### src/rtl/rtc_mode_sequencer_if.sv
// Button and mode/strobe bundle between the RTC mode sequencer and its surroundings.
// The master side is the sequencer itself; the slave side is the button/RTC-bus-master side.
interface rtc_mode_sequencer_if;
   logic       btn_program_i;
   logic       btn_next_i;
   logic       btn_exit_i;
   logic [2:0] enables_o;
   logic [3:0] cambio_o;
   logic       graba_o;
   logic       pulsoprogramo_o;
   logic       busy_o;

   modport master (
      input  btn_program_i,
      input  btn_next_i,
      input  btn_exit_i,
      output enables_o,
      output cambio_o,
      output graba_o,
      output pulsoprogramo_o,
      output busy_o
   );

   modport slave (
      output btn_program_i,
      output btn_next_i,
      output btn_exit_i,
      input  enables_o,
      input  cambio_o,
      input  graba_o,
      input  pulsoprogramo_o,
      input  busy_o
   );
endinterface

### src/rtl/rtc_mode_sequencer.sv
// Mode sequencer for the RTC bus master: init pass, periodic reads, and button-driven
// edit/commit of a single field. All outputs are registered alongside the state.
module rtc_mode_sequencer #(
   parameter int unsigned INIT_CYCLES  = 1000,
   parameter int unsigned READ_PERIOD  = 1000000,
   parameter int unsigned READ_CYCLES  = 2000,
   parameter int unsigned WRITE_CYCLES = 500,
   parameter int unsigned CNT_W        = 21
) (
   input  logic                  clk_i,
   input  logic                  reset_i,
   rtc_mode_sequencer_if.master  bus
);

   typedef enum logic [2:0] {
      S_INIT,
      S_IDLE,
      S_READ,
      S_EDIT,
      S_COMMIT
   } state_t;

   localparam logic [CNT_W-1:0] INIT_LAST   = CNT_W'(INIT_CYCLES - 1);
   localparam logic [CNT_W-1:0] PERIOD_LAST = CNT_W'(READ_PERIOD - 1);
   localparam logic [CNT_W-1:0] READ_LAST   = CNT_W'(READ_CYCLES - 1);
   localparam logic [CNT_W-1:0] WRITE_LAST  = CNT_W'(WRITE_CYCLES - 1);
   localparam logic [CNT_W-1:0] CNT_ONE     = CNT_W'(1);

   localparam logic [2:0] EN_INIT  = 3'b100;
   localparam logic [2:0] EN_READ  = 3'b010;
   localparam logic [2:0] EN_WRITE = 3'b001;
   localparam logic [2:0] EN_IDLE  = 3'b000;

   // Button bit order in the vectors below: [0] program, [1] next, [2] exit.
   logic [2:0] r_btn_s1;
   logic [2:0] r_btn_s2;
   logic [2:0] r_btn_s3;
   logic [2:0] w_btn_ev;
   logic       w_ev_prog;
   logic       w_ev_next;
   logic       w_ev_exit;

   state_t           r_state;
   logic [CNT_W-1:0] r_cnt;
   logic [2:0]       r_enables;
   logic [3:0]       r_cambio;
   logic             r_graba;
   logic             r_pulso;
   logic             r_busy;
   logic             r_pend;

   always_ff @(posedge clk_i or negedge reset_i) begin
      if (!reset_i) begin
         r_btn_s1 <= 3'b000;
         r_btn_s2 <= 3'b000;
         r_btn_s3 <= 3'b000;
      end else begin
         r_btn_s1 <= {bus.btn_exit_i, bus.btn_next_i, bus.btn_program_i};
         r_btn_s2 <= r_btn_s1;
         r_btn_s3 <= r_btn_s2;
      end
   end

   // One-clock event per rising edge of the synchronized level.
   assign w_btn_ev  = r_btn_s2 & ~r_btn_s3;
   assign w_ev_prog = w_btn_ev[0];
   assign w_ev_next = w_btn_ev[1];
   assign w_ev_exit = w_btn_ev[2];

   always_ff @(posedge clk_i or negedge reset_i) begin
      if (!reset_i) begin
         r_state   <= S_INIT;
         r_cnt     <= '0;
         r_enables <= EN_INIT;
         r_cambio  <= 4'd1;
         r_graba   <= 1'b0;
         r_pulso   <= 1'b0;
         r_busy    <= 1'b1;
         r_pend    <= 1'b0;
      end else begin
         unique case (r_state)
            S_INIT: begin
               if (r_cnt == INIT_LAST) begin
                  r_state   <= S_READ;
                  r_cnt     <= '0;
                  r_enables <= EN_READ;
                  r_graba   <= 1'b0;
                  r_pulso   <= 1'b0;
                  r_busy    <= 1'b1;
               end else begin
                  r_cnt <= r_cnt + CNT_ONE;
               end
            end

            S_IDLE: begin
               // A queued or fresh program request wins over the periodic read.
               if (w_ev_prog || r_pend) begin
                  r_state   <= S_EDIT;
                  r_cnt     <= '0;
                  r_pend    <= 1'b0;
                  r_enables <= EN_WRITE;
                  r_graba   <= 1'b0;
                  r_pulso   <= 1'b1;
                  r_busy    <= 1'b0;
               end else if (r_cnt == PERIOD_LAST) begin
                  r_state   <= S_READ;
                  r_cnt     <= '0;
                  r_enables <= EN_READ;
                  r_graba   <= 1'b0;
                  r_pulso   <= 1'b0;
                  r_busy    <= 1'b1;
               end else begin
                  r_cnt <= r_cnt + CNT_ONE;
               end
            end

            S_READ: begin
               if (w_ev_prog) begin
                  r_pend <= 1'b1;
               end
               if (r_cnt == READ_LAST) begin
                  r_state   <= S_IDLE;
                  r_cnt     <= '0;
                  r_enables <= EN_IDLE;
                  r_graba   <= 1'b0;
                  r_pulso   <= 1'b0;
                  r_busy    <= 1'b0;
               end else begin
                  r_cnt <= r_cnt + CNT_ONE;
               end
            end

            S_EDIT: begin
               if (w_ev_prog) begin
                  r_state   <= S_COMMIT;
                  r_cnt     <= '0;
                  r_enables <= EN_WRITE;
                  r_graba   <= 1'b1;
                  r_pulso   <= 1'b1;
                  r_busy    <= 1'b1;
               end else if (w_ev_exit) begin
                  r_state   <= S_IDLE;
                  r_cnt     <= '0;
                  r_enables <= EN_IDLE;
                  r_graba   <= 1'b0;
                  r_pulso   <= 1'b0;
                  r_busy    <= 1'b0;
               end else if (w_ev_next) begin
                  r_cambio <= (r_cambio == 4'd9) ? 4'd1 : r_cambio + 4'd1;
               end
            end

            S_COMMIT: begin
               if (r_cnt == WRITE_LAST) begin
                  r_state   <= S_READ;
                  r_cnt     <= '0;
                  r_enables <= EN_READ;
                  r_graba   <= 1'b0;
                  r_pulso   <= 1'b0;
                  r_busy    <= 1'b1;
               end else begin
                  r_cnt <= r_cnt + CNT_ONE;
               end
            end

            default: begin
               r_state   <= S_INIT;
               r_cnt     <= '0;
               r_enables <= EN_INIT;
               r_graba   <= 1'b0;
               r_pulso   <= 1'b0;
               r_busy    <= 1'b1;
               r_pend    <= 1'b0;
            end
         endcase
      end
   end

   assign bus.enables_o       = r_enables;
   assign bus.cambio_o        = r_cambio;
   assign bus.graba_o         = r_graba;
   assign bus.pulsoprogramo_o = r_pulso;
   assign bus.busy_o          = r_busy;

endmodule

### src/flat_wrapper.sv
// flat-port wrapper written by rule: the top's interface ports become plain ports
module rtc_mode_sequencer_flat 
#(
   parameter int unsigned INIT_CYCLES  = 1000,
   parameter int unsigned READ_PERIOD  = 1000000,
   parameter int unsigned READ_CYCLES  = 2000,
   parameter int unsigned WRITE_CYCLES = 500,
   parameter int unsigned CNT_W        = 21
)
  (clk_i, reset_i, bus_btn_program_i, bus_btn_next_i, bus_btn_exit_i, bus_enables_o, bus_cambio_o, bus_graba_o, bus_pulsoprogramo_o, bus_busy_o);
  rtc_mode_sequencer_if bus_i ();
  input  logic clk_i;
  input  logic reset_i;
  input wire logic [$bits(bus_i.btn_program_i)-1:0] bus_btn_program_i;
  input wire logic [$bits(bus_i.btn_next_i)-1:0] bus_btn_next_i;
  input wire logic [$bits(bus_i.btn_exit_i)-1:0] bus_btn_exit_i;
  output wire logic [$bits(bus_i.enables_o)-1:0] bus_enables_o;
  output wire logic [$bits(bus_i.cambio_o)-1:0] bus_cambio_o;
  output wire logic [$bits(bus_i.graba_o)-1:0] bus_graba_o;
  output wire logic [$bits(bus_i.pulsoprogramo_o)-1:0] bus_pulsoprogramo_o;
  output wire logic [$bits(bus_i.busy_o)-1:0] bus_busy_o;
  assign bus_i.btn_program_i = bus_btn_program_i;
  assign bus_i.btn_next_i = bus_btn_next_i;
  assign bus_i.btn_exit_i = bus_btn_exit_i;
  assign bus_enables_o = bus_i.enables_o;
  assign bus_cambio_o = bus_i.cambio_o;
  assign bus_graba_o = bus_i.graba_o;
  assign bus_pulsoprogramo_o = bus_i.pulsoprogramo_o;
  assign bus_busy_o = bus_i.busy_o;
  rtc_mode_sequencer #(.INIT_CYCLES(INIT_CYCLES), .READ_PERIOD(READ_PERIOD), .READ_CYCLES(READ_CYCLES), .WRITE_CYCLES(WRITE_CYCLES), .CNT_W(CNT_W)) u_core (.clk_i(clk_i), .reset_i(reset_i), .bus(bus_i));
endmodule
### config.mk
export PLATFORM = sky130hd
export DESIGN_NAME = rtc_mode_sequencer_flat
export DESIGN_NICKNAME = d
export VERILOG_FILES = /design/src/rtl/rtc_mode_sequencer_if.sv /design/src/rtl/rtc_mode_sequencer.sv /design/src/flat_wrapper.sv
export SDC_FILE = /design/constraint.sdc
export NUM_CORES = 1
export LEC_CHECK = 0
export BUFFER_PORTS_ARGS = -buffer_cell sky130_fd_sc_hd__buf_2
export CORE_MARGIN = 3
export CORE_UTILIZATION = 40
export DETAILED_ROUTE_END_ITERATION = 7
export SLEW_MARGIN = 0
export SYNTH_ARGS = -nofsm -noshare
export SYNTH_HDL_FRONTEND = slang
export SYNTH_SLANG_ARGS = --single-unit
### constraint.sdc
create_clock -name clk_i -period 6.3 [get_ports clk_i]
set_clock_uncertainty 0.05 [all_clocks]
set_input_delay 1.575 -clock clk_i [delete_from_list [all_inputs] [get_ports clk_i]]
set_output_delay 1.575 -clock clk_i [all_outputs]
set_load 0.01 [all_outputs]
==> flow_metrics.tcl, run 1 <==
set metrics [dict create \
    root_buffer "clkbuf_8" \
    crit_type "register to register" \
    grt_pass1_wl_um 6770 \
    synthesis.area_um2 2090 \
    tns_ns 0 \
    p_leak_uw 0.00103 \
    maxCapViolCount 0 \
    drv_slew 0 \
    placementRows 25 \
    die_h_um 78.3 \
    cp_max_fo 22 \
    cts_buffer_depth 2 \
    hp-class "register to register" \
    globalRouteOverflowTotal 0 \
    critPathLaunchType "register" \
    swShare_pct 21.0 \
    drt_pre_antenna_iters 4 \
    status "complete, no violations" \
    vias_per_cell 5.28 \
    pre_cts_slack_ns 3.21 \
    synth_fp_nets 212 \
    setup_viol 0 \
    gp_congestion 0.841 \
    ir_drop_v 0.0000839 \
    hold_buffers 0 \
    power_density_nw_per_um2 207 \
    grt_pass1_vias 1448 \
    numCtsBuffers 5 \
    avgSynthCellArea_um2 10.1 \
    max_freq_mhz 325 \
    final_antenna_net_count 0 \
    tightest_slew_ns 0.920 \
    gr-usage-all-layers_pct 13.9 \
    areaGrowthSynthToFinish_pct 9.65 \
    ys.flop_type "dfrtp_1" \
    fillCellCount 487 \
    cts.sink_count 44 \
    num_antenna_cells 0 \
    yosysUniqueCellTypes 49 \
    routed_wl_um 3770 \
    syn_inst 206 \
    layout_min_cycle_time_ns 3.07 \
    clk_pin_slew_worst_paths_ns 0.08 \
    cts_tree "yes" \
    multiInputGateArea_um2 908 \
    wl_per_cell_um 13.1 \
    htree_levels 2 \
    grt-busiest-layer "met2" \
    synth_edf_count 0 \
    comb_power_share_pct 1.7 \
    initial_utilization_pct 42.8 \
    seqPwrFrac_pct 60.4 \
    met1_usage_pct 18.6 \
    seq_area_frac_synth_pct 52.9 \
    endpoint_kind "register" \
    die_w_um 78.3 \
    p_switching_uw 99.2 \
    ioPinCount 15 \
    synthArstFlopShare_pct 100 \
    setup_ws_ns 3.23 \
    finalHoldViolCount 0 \
    worstSkewPairLatency_ns 0.29 \
    via_count 1521 \
    slew_headroom_pct 38.7 \
    numPortBuffers 14 \
    ys_warn_count 0 \
    grt_use_met2_pct 21.6 \
    critPathRequiredTime_ns 6.43 \
    layout-drive-gt1-share_pct 14.9 \
    clkPwrFrac_pct 37.8 \
    grt_max_degree 45 \
    grtUsageMet3_pct 3.44 \
    die_area_um2 6120 \
    ys_ff_latch 44 \
    post_cts_resized 0 \
    core_um2 4880 \
    fin_nets 226 \
    min_period_over_period_pct 48.8 \
    drcViolationCount 0 \
    antenna_found_initial 0 \
    regArea_um2 1100 \
    rsz0062_at_grt "no" \
    worstPathArrival_ns 3.21 \
    drt_first_iter_violations 128 \
    cts_setup_buffers 0 \
    intPower_uw 374 \
    dp_hpwl_um 2680 \
]
## per-layer routing
metal,up-vias,routed length [µm]
met2,23,1730
met4,0,67
met5,-,0
li1,754,-
met1,737,1850
met3,7,125
## power groups by stage
stage / Sequential [µW] / Combinational [µW] / Clock (µW)
after floorplan: 291 / 1.79 / 0
after global routing: 287 / 10.1 / 200
after detailed placement: 292 / 8.75 / 0
final: 286 / 8.10 / 179
after global placement: 292 / 8.70 / 0
after CTS: 286 / 8.77 / 189
## stage by stage
step,total power [µW],instances,util (%),cell area [µm²],hold WS [ns]
finish,473,288,46.9,2290,0.298
detailed placement,300,280,45.0,2200,0.286
global route,497,288,46.9,2290,0.311
global placement,300,280,45.0,2200,0.283
floorplan,293,206,-,2090,0.281
CTS,484,288,46.9,2290,0.306
## cell type report
cell class	count	area share, %
Tap cell	67	3.66
Multi-Input combinational cell	147	39.7
Inverter	8	1.31
Clock buffer	6	3.61
Clock inverter	2	0.437
Sequential cell	44	48.3
Timing Repair Buffer	14	3.06
## sequential cells by signal, summed over array words and instances (netlist names)
register / cells
u_core.bus.pulsoprogramo_o: 1
u_core.r_btn_s1: 3
u_core.r_state: 3
u_core.bus.graba_o: 1
u_core.r_btn_s3: 3
u_core.bus.busy_o: 1
u_core.r_pend: 1
u_core.bus.enables_o: 3
u_core.r_btn_s2: 3
u_core.bus.cambio_o: 4
u_core.r_cnt: 21
## logic make-up after synthesis
family | share of synthesized area [%]
XOR/XNOR | 6.29
adder cells (fa/ha/maj) | 0.599
multiplexers | 2.04
AND/OR/NAND/NOR | 24.6
AO/OA/AOI/OAI | 9.95
flip-flops | 52.9
buffers and inverters | 3.59
## synth_stat cells, drive strengths merged (4+ instances only)
master / count / share of area [%]
dfrtp: 41 / 49
nor2: 21 / 3.9
nand2: 18 / 3.2
o21ai: 12 / 2.9
nand3: 11 / 2.6
xor2: 9 / 3.8
inv: 8 / 1.4
nand4: 6 / 1.8
nor3: 6 / 1.4
xnor2: 6 / 2.5
or3: 5 / 1.7
and4: 4 / 1.7
clkbuf: 4 / 0.72
## path summary, 6_finish.rpt
kind	startpoint	endpoint	slack, ns	cells after the start
max in group asynchronous	reset_i	u_core.r_cnt[19]$_DFFE_PN0N_	4.26	1
worst max-delay path	u_core.r_cnt[13]$_DFFE_PN0N_	u_core.bus.enables_o[1]$_DFFE_PN0P_	3.23	6
min in group asynchronous	reset_i	u_core.bus.cambio_o[1]$_DFFE_PN0P_	1.36	1
worst min register to register	u_core.r_btn_s1[1]$_DFF_PN0_	u_core.r_btn_s2[1]$_DFF_PN0_	0.30	0
worst max register to register	u_core.r_cnt[13]$_DFFE_PN0N_	u_core.bus.enables_o[1]$_DFFE_PN0P_	3.23	6
worst min-delay path	u_core.r_btn_s1[1]$_DFF_PN0_	u_core.r_btn_s2[1]$_DFF_PN0_	0.30	0
## critical path: stages (launching register included)
cell     delay, ns
dfrtp_1       0.43
or4_4         0.53
or3_4         0.35
o41ai_1       0.36
and4_1        0.52
and2_4        0.38
mux2_1        0.34
## cells in the final DEF, fill, tap and decap left out, types with 3 or more instances in the layout
cell type	instances
dfrtp_1	41
nor2_1	20
nand2_1	18
buf_2	14
nand3_1	11
xor2_1	9
inv_1	8
o21ai_0	7
nand4_1	6
nor3_1	6
xnor2_1	6
clkbuf_8	6
o21ai_1	5
or3_1	4
and4_1	4
nor2b_1	3
nand3b_1	3
nand2b_1	3
or2_2	3
a21oi_1	3
a21o_1	3
dfstp_2	3
No activity file was read; power rests on OpenSTA's default activity.
==> run 2, diff against run 1 <==
==> constraint.sdc (replaced) <==
create_clock -name clk_i -period 3 [get_ports clk_i]
set_clock_uncertainty 0.05 [all_clocks]
set_input_delay 0.75 -clock clk_i [delete_from_list [all_inputs] [get_ports clk_i]]
set_output_delay 0.75 -clock clk_i [all_outputs]
set_load 0.01 [all_outputs]
==> flow_metrics.tcl, run 2 (synthesis results as in run 1) <==
set metrics [dict create \
    status "complete, no violations" \
    num_antenna_cells 0 \
    clkPwrFrac_pct 35.6 \
    clk_pin_slew_worst_paths_ns 0.07 \
    hold_depth 0 \
    hold_buffers 0 \
    r2r_start "u_core.r_cnt[13]$_DFFE_PN0N_" \
    routed_wl_um 3840 \
    worstSkewPairLatency_ns 0.29 \
    grt_pass1_vias 1416 \
    dp_hpwl_um 2820 \
    vias_per_cell 5.19 \
    hp-start "u_core.r_btn_s1[1]$_DFF_PN0_" \
    top_register "u_core.r_cnt" \
    grt_max_degree 45 \
    slew_headroom_pct 37.2 \
    layout-drive-gt1-share_pct 15.1 \
    final_common_cell "dfrtp_1" \
    grt_pass1_wl_um 6840 \
    final_antenna_net_count 0 \
    htree_levels 2 \
    largest_reg_flops 21 \
    areaGrowthSynthToFinish_pct 10.5 \
    path_depth 7 \
    cts.sink_count 44 \
    cts_buffer_depth 2 \
    gr-usage-all-layers_pct 14.2 \
    root_buffer "clkbuf_8" \
    cp_max_fo 15 \
    layout_min_cycle_time_ns 2.61 \
    numCtsBuffers 5 \
    critPathRequiredTime_ns 3.11 \
    critPathLaunchType "register" \
    post_cts_resized 0 \
    core_um2 4880 \
    via_count 1516 \
    drcViolationCount 0 \
    cp_top_family "simple AND/OR/NAND/NOR gates" \
    numPortBuffers 14 \
    intPower_uw 768 \
    p_leak_uw 0.00104 \
    worstPathArrival_ns 2.72 \
    drt_first_iter_violations 97 \
    crit_type "register to register" \
    finalHoldViolCount 0 \
    min_period_over_period_pct 87.0 \
    tightest_slew_ns 0.941 \
    globalRouteOverflowTotal 0 \
    placementRows 25 \
    endpoint_kind "register" \
    antenna_found_initial 0 \
    r2r.worst_path.cells 7 \
    swShare_pct 20.1 \
    cts_tree "yes" \
    gp_congestion 0.819 \
    max_freq_mhz 383 \
    path_buf_inv 1 \
    slowest_delay_ns 0.53 \
    crit_end "u_core.bus.pulsoprogramo_o$_DFFE_PN0P_" \
    path_cells "or4_4 > or3_4 > o311ai_1 > and4_1 > and2_4 > buf_4 > o22ai_1" \
    slowest_stage "or4_4" \
    die_h_um 78.3 \
    drv_slew 0 \
    wl_per_cell_um 13.2 \
    comb_power_share_pct 1.9 \
    initial_utilization_pct 42.8 \
    reg2reg_to "u_core.bus.pulsoprogramo_o$_DFFE_PN0P_" \
    rrSetupSlack_ns 0.39 \
    ir_drop_v 0.000167 \
    hp-class "register to register" \
    power_density_nw_per_um2 417 \
    seqPwrFrac_pct 62.5 \
    ioPinCount 15 \
    tns_ns 0 \
    die_w_um 78.3 \
    setup_viol 0 \
    drt_pre_antenna_iters 4 \
    timing.hold.ws_ns 0.300 \
    p_switching_uw 193 \
    rsz0062_at_grt "no" \
    critPathLaunch "u_core.r_cnt[13]$_DFFE_PN0N_" \
    fin_nets 230 \
    maxCapViolCount 0 \
    die_area_um2 6120 \
    final_cell_mix "dfrtp_1, nor2_1, nand2_1" \
    cts_setup_buffers 0 \
]
## run 2: worst min path at each step
| stage | end | slack (ns) |
|---|---|---|
| 6_report | u_core.r_btn_s2[1]$_DFF_PN0_ | 0.30 |
| 5_1_grt | u_core.r_btn_s2[2]$_DFF_PN0_ | 0.31 |
| 4_1_cts | u_core.r_btn_s2[1]$_DFF_PN0_ | 0.30 |
| 3_5_place_dp | u_core.r_btn_s2[1]$_DFF_PN0_ | 0.29 |
| 3_3_place_gp | u_core.r_btn_s2[0]$_DFF_PN0_ | 0.28 |
| 2_1_floorplan | u_core.r_btn_s2[0]$_DFF_PN0_ | 0.28 |
## run 2: through the flow
step | total power (µW) | cells | setup slack [ns] | utilization, % | instance area (µm²)
after floorplan | 616 | 206 | 0.499 | - | 2090
after global placement | 632 | 284 | 0.422 | 45.6 | 2230
after detailed placement | 632 | 284 | 0.389 | 45.6 | 2230
after CTS | 986 | 292 | 0.378 | 47.3 | 2310
after global routing | 1010 | 292 | 0.247 | 47.3 | 2310
final | 961 | 292 | 0.389 | 47.3 | 2310
## run 2: layout make-up
class,count,area [µm²]
Timing Repair Buffer,18,100
Inverter,8,30.0
Sequential cell,44,1100
Fill cell,476,2570
Clock buffer,8,80.1
Tap cell,67,83.8
Multi-Input combinational cell,147,908
## run 2: per-layer routing
layer  GRT usage, %  wire length, µm  vias up
met1           20.2             1910      739
met4           4.72               51        0
met3           3.56               90        5
li1               -                -      762
met2           21.1             1790       10
met5              0                0        -
## run 2: worst reg2reg max path, delay by kind of cell (launching register included)
family,cells,cell delay [ns]
AOI/OAI and AO/OA,2,0.45
buffers and inverters,1,0.23
DFF,1,0.43
and+or+nand+nor,4,1.34
## run 2: power by group through the flow
stage / clock network [µW] / registers, µW / logic, µW
final: 342 / 601 / 18.2
after global placement: 0 / 612 / 19.4
after detailed placement: 0 / 613 / 19.6
after CTS: 365 / 601 / 19.5
after floorplan: 0 / 612 / 3.75
after global routing: 385 / 602 / 22.1
